File: src/rtl/clk_ratio_meter_pkg.sv
// Shared definitions for the clock ratio meter: FSM state encoding,
// default counter width and the counter saturation value.
package clk_ratio_meter_pkg;

    // Measurement FSM states; the encoding is visible to status readers.
    typedef enum logic [1:0] {
        ST_IDLE    = 2'd0,
        ST_ARM     = 2'd1,
        ST_MEASURE = 2'd2
    } meas_state_t;

    // Default width of the period and high-time counters.
    localparam int CNT_WIDTH_DEF = 8;

    // Width of the consecutive-match counter; holds lock counts up to 15.
    localparam int MATCH_WIDTH = 4;

    // Largest value a counter of the given width can hold. Measurements
    // saturate here and a missing edge is declared at this count.
    function automatic int unsigned max_cnt(input int unsigned width);
        return (32'd1 << width) - 32'd1;
    endfunction

endpackage

File: src/rtl/sync_edge_det.sv
// Multi-flop synchronizer for a single asynchronous input, followed by a
// history flop that turns the synchronized level into a one-cycle rising
// edge pulse. Usable for any slow asynchronous level or clock.
module sync_edge_det #(
    parameter int SYNC_STAGES = 2
) (
    input  logic i_clk,
    input  logic i_rstn,
    input  logic i_async,
    output logic o_level,
    output logic o_rise
);

    logic [SYNC_STAGES-1:0] r_sync;
    logic                   r_hist;

    // Shift the asynchronous input through the synchronizer chain and keep
    // one cycle of history of the synchronized level for edge detection.
    always_ff @(posedge i_clk or negedge i_rstn) begin
        if (!i_rstn) begin
            r_sync <= '0;
            r_hist <= 1'b0;
        end else begin
            // NOTE: non-blocking assignments make every stage sample the
            // previous stage's old value, giving a true shift register;
            // blocking assignments here would collapse the chain.
            r_sync <= {r_sync[SYNC_STAGES-2:0], i_async};
            r_hist <= r_sync[SYNC_STAGES-1];
        end
    end

    assign o_level = r_sync[SYNC_STAGES-1];
    assign o_rise  = r_sync[SYNC_STAGES-1] & ~r_hist;

endmodule

File: src/rtl/clk_ratio_meter.sv
// Measures the period and high time of a slow asynchronous clock in units
// of i_ref_clk cycles. A stable period report recovers the divide ratio of
// the clock divider it monitors; o_locked indicates the ratio has settled
// and o_timeout flags a stopped clock.
module clk_ratio_meter
    import clk_ratio_meter_pkg::*;
#(
    parameter int CNT_WIDTH   = CNT_WIDTH_DEF,
    parameter int LOCK_COUNT  = 2,
    parameter int SYNC_STAGES = 2
) (
    input  logic                 i_ref_clk,
    input  logic                 i_rstn,
    input  logic                 i_meas_clk,
    input  logic                 i_meas_en,
    output logic [CNT_WIDTH-1:0] o_ratio,
    output logic [CNT_WIDTH-1:0] o_high_cnt,
    output logic                 o_valid,
    output logic                 o_locked,
    output logic                 o_timeout
);

    localparam logic [CNT_WIDTH-1:0]   MAX_CNT   = CNT_WIDTH'(max_cnt(CNT_WIDTH));
    localparam logic [CNT_WIDTH-1:0]   CNT_ONE   = CNT_WIDTH'(1);
    localparam logic [MATCH_WIDTH-1:0] MATCH_ONE = MATCH_WIDTH'(1);
    localparam logic [MATCH_WIDTH-1:0] LOCK_CNT  = MATCH_WIDTH'(LOCK_COUNT);

    logic                   w_level;
    logic                   w_rise;
    logic                   w_same_period;
    logic [MATCH_WIDTH-1:0] w_match_next;

    meas_state_t            r_state;
    logic [CNT_WIDTH-1:0]   r_cnt;
    logic [CNT_WIDTH-1:0]   r_hcnt;
    logic [CNT_WIDTH-1:0]   r_ratio;
    logic [CNT_WIDTH-1:0]   r_high_cnt;
    logic [MATCH_WIDTH-1:0] r_match;
    logic                   r_valid;
    logic                   r_locked;
    logic                   r_timeout;

    sync_edge_det #(
        .SYNC_STAGES (SYNC_STAGES)
    ) u_sync_edge_det (
        .i_clk   (i_ref_clk),
        .i_rstn  (i_rstn),
        .i_async (i_meas_clk),
        .o_level (w_level),
        .o_rise  (w_rise)
    );

    // Lock comparator: a non-zero match count means a previous measurement
    // exists, so the period just counted can be compared with it.
    always_comb begin
        // NOTE: every combinational output gets a default before any
        // condition so no path leaves it unassigned and infers a latch.
        w_same_period = 1'b0;
        w_match_next  = MATCH_ONE;
        if ((r_match != '0) && (r_cnt == r_ratio)) begin
            w_same_period = 1'b1;
        end
        if (w_same_period) begin
            w_match_next = (r_match >= LOCK_CNT) ? LOCK_CNT : (r_match + MATCH_ONE);
        end
    end

    // Measurement FSM with its counters and registered status outputs.
    always_ff @(posedge i_ref_clk or negedge i_rstn) begin
        if (!i_rstn) begin
            r_state    <= ST_IDLE;
            r_cnt      <= '0;
            r_hcnt     <= '0;
            r_ratio    <= '0;
            r_high_cnt <= '0;
            r_match    <= '0;
            r_valid    <= 1'b0;
            r_locked   <= 1'b0;
            r_timeout  <= 1'b0;
        end else begin
            // Pulse outputs default low; the branches below raise them.
            r_valid   <= 1'b0;
            r_timeout <= 1'b0;
            if (!i_meas_en) begin
                // Disabling discards any measurement in flight but keeps
                // the last reported period and high time readable.
                r_state  <= ST_IDLE;
                r_cnt    <= '0;
                r_hcnt   <= '0;
                r_match  <= '0;
                r_locked <= 1'b0;
            end else begin
                case (r_state)
                    ST_IDLE: begin
                        r_state <= ST_ARM;
                    end
                    ST_ARM: begin
                        // The first edge only marks the start of a period.
                        if (w_rise) begin
                            r_cnt   <= CNT_ONE;
                            r_hcnt  <= CNT_ONE;
                            r_state <= ST_MEASURE;
                        end
                    end
                    ST_MEASURE: begin
                        if (w_rise) begin
                            // An edge on the last count still reports, so
                            // a period of exactly MAX_CNT is measurable.
                            r_ratio    <= r_cnt;
                            r_high_cnt <= r_hcnt;
                            r_valid    <= 1'b1;
                            r_match    <= w_match_next;
                            r_locked   <= (w_match_next == LOCK_CNT);
                            r_cnt      <= CNT_ONE;
                            r_hcnt     <= CNT_ONE;
                        end else if (r_cnt == MAX_CNT) begin
                            // The clock stopped: report it once and re-arm
                            // instead of letting the counters wrap.
                            r_timeout <= 1'b1;
                            r_locked  <= 1'b0;
                            r_match   <= '0;
                            r_cnt     <= '0;
                            r_hcnt    <= '0;
                            r_state   <= ST_ARM;
                        end else begin
                            r_cnt <= r_cnt + CNT_ONE;
                            if (w_level) begin
                                r_hcnt <= r_hcnt + CNT_ONE;
                            end
                        end
                    end
                    default: begin
                        r_state <= ST_IDLE;
                    end
                endcase
            end
        end
    end

    assign o_ratio    = r_ratio;
    assign o_high_cnt = r_high_cnt;
    assign o_valid    = r_valid;
    assign o_locked   = r_locked;
    assign o_timeout  = r_timeout;

endmodule

File: config.mk
export PLATFORM = sky130hd
export DESIGN_NAME = clk_ratio_meter
export DESIGN_NICKNAME = d
export VERILOG_FILES = /design/src/rtl/clk_ratio_meter_pkg.sv /design/src/rtl/sync_edge_det.sv /design/src/rtl/clk_ratio_meter.sv
export SDC_FILE = /design/constraint.sdc
export NUM_CORES = 1
export LEC_CHECK = 0
export ABC_AREA = 1
export CAP_MARGIN = 20
export CORE_MARGIN = 1
export CORE_UTILIZATION = 40
export CTS_CLUSTER_DIAMETER = 30
export DETAILED_ROUTE_END_ITERATION = 8
export GPL_TIMING_DRIVEN = 0
export SLEW_MARGIN = 10
export SYNTH_ARGS = -nofsm -noshare
export SYNTH_HDL_FRONTEND = slang
export SYNTH_HIERARCHICAL = 1
export SYNTH_SLANG_ARGS = --single-unit
File: constraint.sdc
create_clock -name i_ref_clk -period 1.4 [get_ports i_ref_clk]
set_clock_uncertainty 0.1 [all_clocks]
set_input_delay 0.21 -clock i_ref_clk [delete_from_list [all_inputs] [get_ports i_ref_clk]]
set_output_delay 0.21 -clock i_ref_clk [all_outputs]
set_load 0.05 [all_outputs]
-- Yosys cells after proc, flatten, opt, wreduce, memory -nomap -nowiden
Index checks and enable logic that the tools add are counted.
- output and inout bits: 19
- input port bits: 4
- register bits after elaboration: 44
- logic and storage cells: 70
- $lt $le $gt $ge: 1
- reduce and logical (&&, ||, !) cells: 8
- multiplexer cells: 33
- add/sub/neg operators: 3
- equal/unequal tests: 12
- bitwise operators: 2
- operator list (kind ; number):
    two-way mux 8 bit ; 8
    one-hot mux 8 bit (2 select lines) ; 2
    two-way mux 4 bit ; 6
    adder 8 x 1 -> 8 bit (second input constant) ; 2
    two-way mux 1 bit ; 12
    AND reduction 3 bit ; 3
    == test 8 bit ; 1
    == test 8 bit (second input constant) ; 1
    two-way mux 2 bit ; 4
    inequality test 3 x 1 -> 1 bit (second input constant) ; 2
    inequality test 3 bit (second input constant) ; 2
    one-hot mux 2 bit (3 select lines) ; 1
    inequality test 5 x 3 -> 1 bit (second input constant) ; 1
    adder 4 x 1 -> 4 bit (second input constant) ; 1
    == test 4 x 2 -> 1 bit (second input constant) ; 1
    greater-or-equal comparator 4 x 2 -> 1 bit (second input constant) ; 1
    AND reduction 2 bit ; 2
    nonzero test 4 bit ; 1
    inequality test 3 x 2 -> 1 bit (second input constant) ; 1
    == test 2 x 1 -> 1 bit (second input constant) ; 1
    == test 2 bit (second input constant) ; 1
    zero test 2 bit ; 1
    inequality test 2 x 1 -> 1 bit (second input constant) ; 1
    AND 1 bit ; 1
    other kinds (2) ; 2

-- Logic depth before layout (Yosys ltp)
- word-level depth: 8
- gate-level depth with buffers: 10
- gate-level depth less buffers: 10

-- Modules after synthesis
Netlist, hierarchy kept.
- modules (own cells, without submodules) (module ; sequential area each (µm²) ; instances ; area an instance (µm²) ; cells an instance):
    clk_ratio_meter ; 1026.0 ; 1 ; 2260.9 ; 278
    sync_edge_det ; 75.1 ; 1 ; 85.1 ; 5

-- Worst setup path before layout
Ideal clock, no wire load.
- path type: register -> register
- from: register u_sync_edge_det.r_sync[1]
- to: register r_ratio[3] (netlist: o_ratio[3])
- data arrival time: 1259 ps
- setup slack: -79 ps
- required time: 1180 ps
- setup time: 120 ps
- buffers on the path: 1
- period minus slack after synthesis: 1479 ps
- stages on the path, launching flop included: 9
- cell sequence: dfrtp_1 > inv_1 > nor2_2 > inv_2 > nor3_4 > inv_2 > buf_6 > nand2_1 > o21ai_2
- word-level cells in the longest chain between the ends: 2
- RTL lines (item ; line ; text):
    start, declared ; sync_edge_det.sv:14 ; logic [SYNC_STAGES-1:0] r_sync;
    start signal, assigned ; sync_edge_det.sv:27 ; r_sync <= {r_sync[SYNC_STAGES-2:0], i_async};
    AND 1 bit ; sync_edge_det.sv:33 ; assign o_rise = r_sync[SYNC_STAGES-1] & ~r_hist;
    via w_rise ; clk_ratio_meter.sv:29 ; logic w_rise;
    AND reduction 3 bit (no line) ; n/a ;
    end signal, assigned ; clk_ratio_meter.sv:109 ; r_ratio <= r_cnt;
    end, declared ; clk_ratio_meter.sv:36 ; logic [CNT_WIDTH-1:0] r_ratio;
The timed path passes the listed nets, and every way through them passes these cells.
A chain may end at the register's enable or synchronous reset.

-- Worst setup path after layout
- from: register r_cnt[1]
- to: register r_hcnt[5]
- word-level cells in the longest chain between the ends: 5
- elaborated cells between the ends (all ways): 7
- classes of those cells: eq/ne: 2; mux: 4; reduce/logical: 1
- RTL lines (item ; line ; text):
    start, declared ; clk_ratio_meter.sv:34 ; logic [CNT_WIDTH-1:0] r_cnt;
    start signal, assigned ; clk_ratio_meter.sv:126 ; r_cnt <= r_cnt + CNT_ONE;
    == test 8 bit (*) ; clk_ratio_meter.sv:116 ; end else if (r_cnt == MAX_CNT) begin
    two-way mux 8 bit ; clk_ratio_meter.sv:116 ;
    two-way mux 8 bit ; clk_ratio_meter.sv:106 ; if (w_rise) begin
    one-hot mux 8 bit (2 select lines) ; clk_ratio_meter.sv:93 ; case (r_state)
    two-way mux 8 bit ; clk_ratio_meter.sv:84 ; if (!i_meas_en) begin
    end signal, assigned ; clk_ratio_meter.sv:128 ; r_hcnt <= r_hcnt + CNT_ONE;
    end, declared ; clk_ratio_meter.sv:35 ; logic [CNT_WIDTH-1:0] r_hcnt;
Every way passes the cells marked *; elsewhere a longest branch is shown, timed or not.

==> impl_results.rst <==
.. list-table::
   :header-rows: 1

   * - Metric
     - Value
   * - Run status
     - finished with violations
   * - Violations in the final reports
     - setup timing
   * - Synthesized flop and latch total
     - 44
   * - Top Ports
     - 23
   * - Wire length reported by the detailed router
     - about 5.7 mm
   * - Violation count after the first detailed-route iteration
     - 47
   * - Number of flops mapped to enable cells by yosys
     - 0
   * - Number of buffers and inverters on the critical path
     - 2
   * - Final WS setup
     - -0.109 ns
   * - Filler cells
     - 507
   * - Unique cell type count in the Yosys netlist
     - 28
   * - Wire length of the first global-routing pass
     - 9.58 mm
   * - Overall Power
     - 4370 µW
   * - Upper clock frequency limit
     - 663 MHz
   * - Final nets
     - 346
   * - LEAKAGE
     - 0.00153 µW
   * - Critical-path maximum fanout
     - 5
   * - Fin. Hold Viols
     - 0
   * - Total congestion overflow
     - 0
   * - Fin crit share
     - 1.08
   * - Cells traversed along the worst timing path
     - ha_2 -> nand2_2 -> nor2_4 -> nand2_4 -> nand3_4 -> nand2_4 -> inv_4 -> nand2_2 -> nand2_1 -> inv_1
   * - Final critical delay including setup and external delays
     - 1.51 ns
   * - Slew at the pin with the worst max-slew slack
     - 0.475 ns
   * - IO buf count
     - 21
   * - Maximum vdd drop
     - 0.829 mV
   * - Signal arrival time at the worst endpoint
     - 1.60 ns
   * - Share of final-layout standard cells stronger than drive strength 1
     - 0.426
   * - Clock Power Share
     - 0.189
   * - Clock tree from TritonCTS
     - built
   * - Total of warnings raised by yosys
     - 6
   * - Root buffer cell
     - sky130_fd_sc_hd__clkbuf_8
   * - Depth of the CTS H-tree
     - 2
   * - Vias in the first global route
     - 2117
   * - DR WL/cell
     - 13.8 µm
   * - Sequential share of power
     - 0.383
   * - Area growth from synthesis to layout
     - 37.5%
   * - Slowest cell on the critical path
     - sky130_fd_sc_hd__dfrtp_1
   * - Die area
     - 6180 µm²
   * - R2R Setup Slk
     - -0.11 ns
   * - Mapped Area
     - about 2300 µm²
   * - Gate Count Post-Synth
     - 283
   * - DP HPWL
     - 3.60 mm
   * - Data required time at the worst endpoint
     - 1.49 ns
   * - Path category of the worst min-delay check
     - in2reg
   * - Number of clock sinks
     - 44
   * - Startpoint type of the worst setup path
     - register
   * - CTS Buf Count
     - 5
   * - Setup violators final
     - 37
   * - Largest net degree at the start of global routing
     - 26
   * - Power density over the cells
     - 1350 nW/µm²
   * - Fraction of the yosys area taken by sequential cells
     - 0.469
   * - Cell-internal power
     - 2540 µW
   * - Switching part of the total
     - 0.419
   * - Setup repair after global routing missed its margin
     - yes
   * - Core area
     - around 5600 µm²
   * - Avg Inst Size Synth
     - 8.29 µm²
   * - Max-cap violations
     - 0
   * - Syn Nets
     - between 200 and 300
   * - Remaining number of nets flagged by the antenna check after routing
     - 0
   * - Headroom to the max-slew limit
     - 0.683
   * - Row count
     - 27
   * - CP Capture Type
     - register
   * - Count of pins over their slew limit
     - 0
   * - DRC violation count after routing
     - 0
   * - Kind of critical path
     - reg2reg
   * - Aggregate negative setup slack
     - -1.93 ns
   * - Delay of the slowest cell on the worst path
     - approximately 0.37 ns
   * - Minimum hold slack
     - ~0.14 ns
   * - Height of the die
     - 78.6 µm
   * - Combinational share of power
     - 0.428
   * - Share of async-settable or async-resettable flops after synthesis
     - 1.00
   * - Antenna fix cells
     - 0
   * - Net switching power of the design
     - about 1800 µW
   * - Cell class contributing the biggest share of worst-path delay
     - simple AND/OR/NAND/NOR gates
   * - Number of vias in the routed layout
     - 2011
   * - CTS Buffer Depth
     - 2
   * - Placer Congestion
     - about 0.83
   * - Initial core utilization
     - 0.421
   * - Initial antenna violation count
     - 0
   * - Vias per std cell
     - 4.90
   * - Number of iterations in the first detailed-routing pass
     - 4
   * - Die X-Extent
     - 78.6 µm
   * - Worst skew pair latency
     - just under 0.3 ns
   * - Main synth FF type
     - sky130_fd_sc_hd__dfrtp_1
   * - Post-CTS clock slew at the launch and capture registers of the worst setup and hold paths
     - approximately 0.08 ns
   * - Gr usage total
     - 0.200
layer usage:
layer / up-vias / global-route usage / routed length, µm
met5: - / 0 / 0
met4: 0 / 0.0741 / 72
met3: 6 / 0.0314 / 131
met2: 32 / 0.356 / 2940
met1: 966 / 0.241 / 2510
li1: 1007 / - / -
power groups by stage:
stage / clock network, µW / registers, µW / logic, µW
floorplan: 0 / 2220 / 603
global placement: 0 / 1670 / 1640
detailed placement: 0 / 1680 / 1660
CTS: 855 / 1670 / 1770
global route: 898 / 1700 / 2010
finish: 828 / 1680 / 1870
synth_stat cells, types with 2 or more instances:
cell type / instances / share of area
sky130_fd_sc_hd__a21oi_1: 3 / 0.0064
sky130_fd_sc_hd__buf_4: 3 / 0.0096
sky130_fd_sc_hd__buf_6: 3 / 0.014
sky130_fd_sc_hd__dfrtp_1: 44 / 0.47
sky130_fd_sc_hd__ha_1: 5 / 0.027
sky130_fd_sc_hd__inv_1: 34 / 0.054
sky130_fd_sc_hd__inv_2: 5 / 0.0080
sky130_fd_sc_hd__nand2_1: 86 / 0.14
sky130_fd_sc_hd__nand2_2: 2 / 0.0053
sky130_fd_sc_hd__nand2_4: 2 / 0.0096
sky130_fd_sc_hd__nand3_1: 15 / 0.032
sky130_fd_sc_hd__nand3_4: 2 / 0.015
sky130_fd_sc_hd__nand3b_1: 2 / 0.0064
sky130_fd_sc_hd__nand4_1: 13 / 0.035
sky130_fd_sc_hd__nor2_1: 25 / 0.040
sky130_fd_sc_hd__nor2_2: 2 / 0.0053
sky130_fd_sc_hd__nor3_1: 2 / 0.0043
sky130_fd_sc_hd__o21ai_0: 9 / 0.019
sky130_fd_sc_hd__o21ai_2: 10 / 0.037
sky130_fd_sc_hd__o22ai_1: 3 / 0.0080
sky130_fd_sc_hd__xnor2_1: 5 / 0.019
sky130_fd_sc_hd__xor2_1: 2 / 0.0075
cells by family (layout without fill, tap and decap cells):
family / count (synthesis) / after routing / share of synthesized area
and+or+nand+nor: 154 / 155 / 0.306
buffers and inverters: 45 / 99 / 0.0864
DFF: 44 / 44 / 0.469
xor gates and xnor gates: 7 / 7 / 0.0261
AOI/OAI and AO/OA: 28 / 28 / 0.0853
adders and majority gates: 5 / 5 / 0.0267
cells in the final DEF (no fill, tap or decap), drive strengths merged:
cell and count:
a21boi 1, a21oi 3, a31oi 1, buf 35, clkbuf 8, clkdlybuf4s15 14
clkdlybuf4s18 1, clkdlybuf4s50 1, dfrtp 44, dlygate4sd3 1, ha 5, inv 39
nand2 90, nand3 18, nand3b 2, nand4 13, nor2 28, nor3 4
o21ai 20, o22ai 3, xnor2 5, xor2 2
sequential cells by signal, summed over array words and instances, names as in the netlist, 2 cells and up:
signal,cells
o_high_cnt,8
o_ratio,8
r_cnt,8
r_hcnt,8
r_match,4
r_state,2
u_sync_edge_det/r_sync,2
worst reg2reg max path, cell delays in order (launching register included):
cell                      delay [ns]
sky130_fd_sc_hd__dfrtp_1        0.37
sky130_fd_sc_hd__ha_2           0.19
sky130_fd_sc_hd__nand2_2        0.08
sky130_fd_sc_hd__nor2_4         0.15
sky130_fd_sc_hd__nand2_4        0.10
sky130_fd_sc_hd__nand3_4        0.13
sky130_fd_sc_hd__nand2_4        0.08
sky130_fd_sc_hd__inv_4          0.08
sky130_fd_sc_hd__nand2_2        0.05
sky130_fd_sc_hd__nand2_1        0.05
sky130_fd_sc_hd__inv_1          0.03
final timing paths:
check / startpoint / to / cells past startpoint
min in group asynchronous: i_rstn / r_match[1] / 2
min: i_meas_en / r_cnt[0] / 3
min reg2reg: u_sync_edge_det/r_sync[0] / u_sync_edge_det/r_sync[1] / 0
max reg2reg: r_cnt[1] / r_hcnt[5] / 10
max in group asynchronous: i_rstn / o_ratio[4] / 3
max: r_cnt[1] / r_hcnt[5] / 10
metrics by stage:
| stage | cells | worst slack, ns | cell area, µm² | util |
|---|---|---|---|---|
| 2_1_floorplan | 283 | -0.0163 | 2370 | - |
| 4_1_cts | 402 | -0.100 | 3080 | 0.552 |
| 5_1_grt | 410 | -0.213 | 3230 | 0.579 |
| 3_3_place_gp | 376 | -1.39 | 2670 | 0.479 |
| 6_report | 410 | -0.109 | 3230 | 0.579 |
| 3_5_place_dp | 377 | -0.259 | 2680 | 0.481 |
layout make-up:
cell class / instances / area [µm²] / share of cell area
Multi-Input combinational cell: 195 / 1250 / 0.387
Buffer: 6 / 80.1 / 0.0248
Sequential cell: 44 / 1110 / 0.344
Timing Repair Buffer: 46 / 452 / 0.140
Inverter: 39 / 156 / 0.0485
Clock buffer: 8 / 90.1 / 0.0279
Tap cell: 72 / 90.1 / 0.0279
timing repair:
action | in CTS | in global routing
hold buffers | 1 | 0
buffers inserted | 13 | 8
pin swaps | 6 | 13
gates resized for setup | 105 | 47
cloned | 3 | 0
hold endpoints to repair | 19 | 0
setup endpoints to repair | 58 | 45
Power figures use the tool's default switching activity.
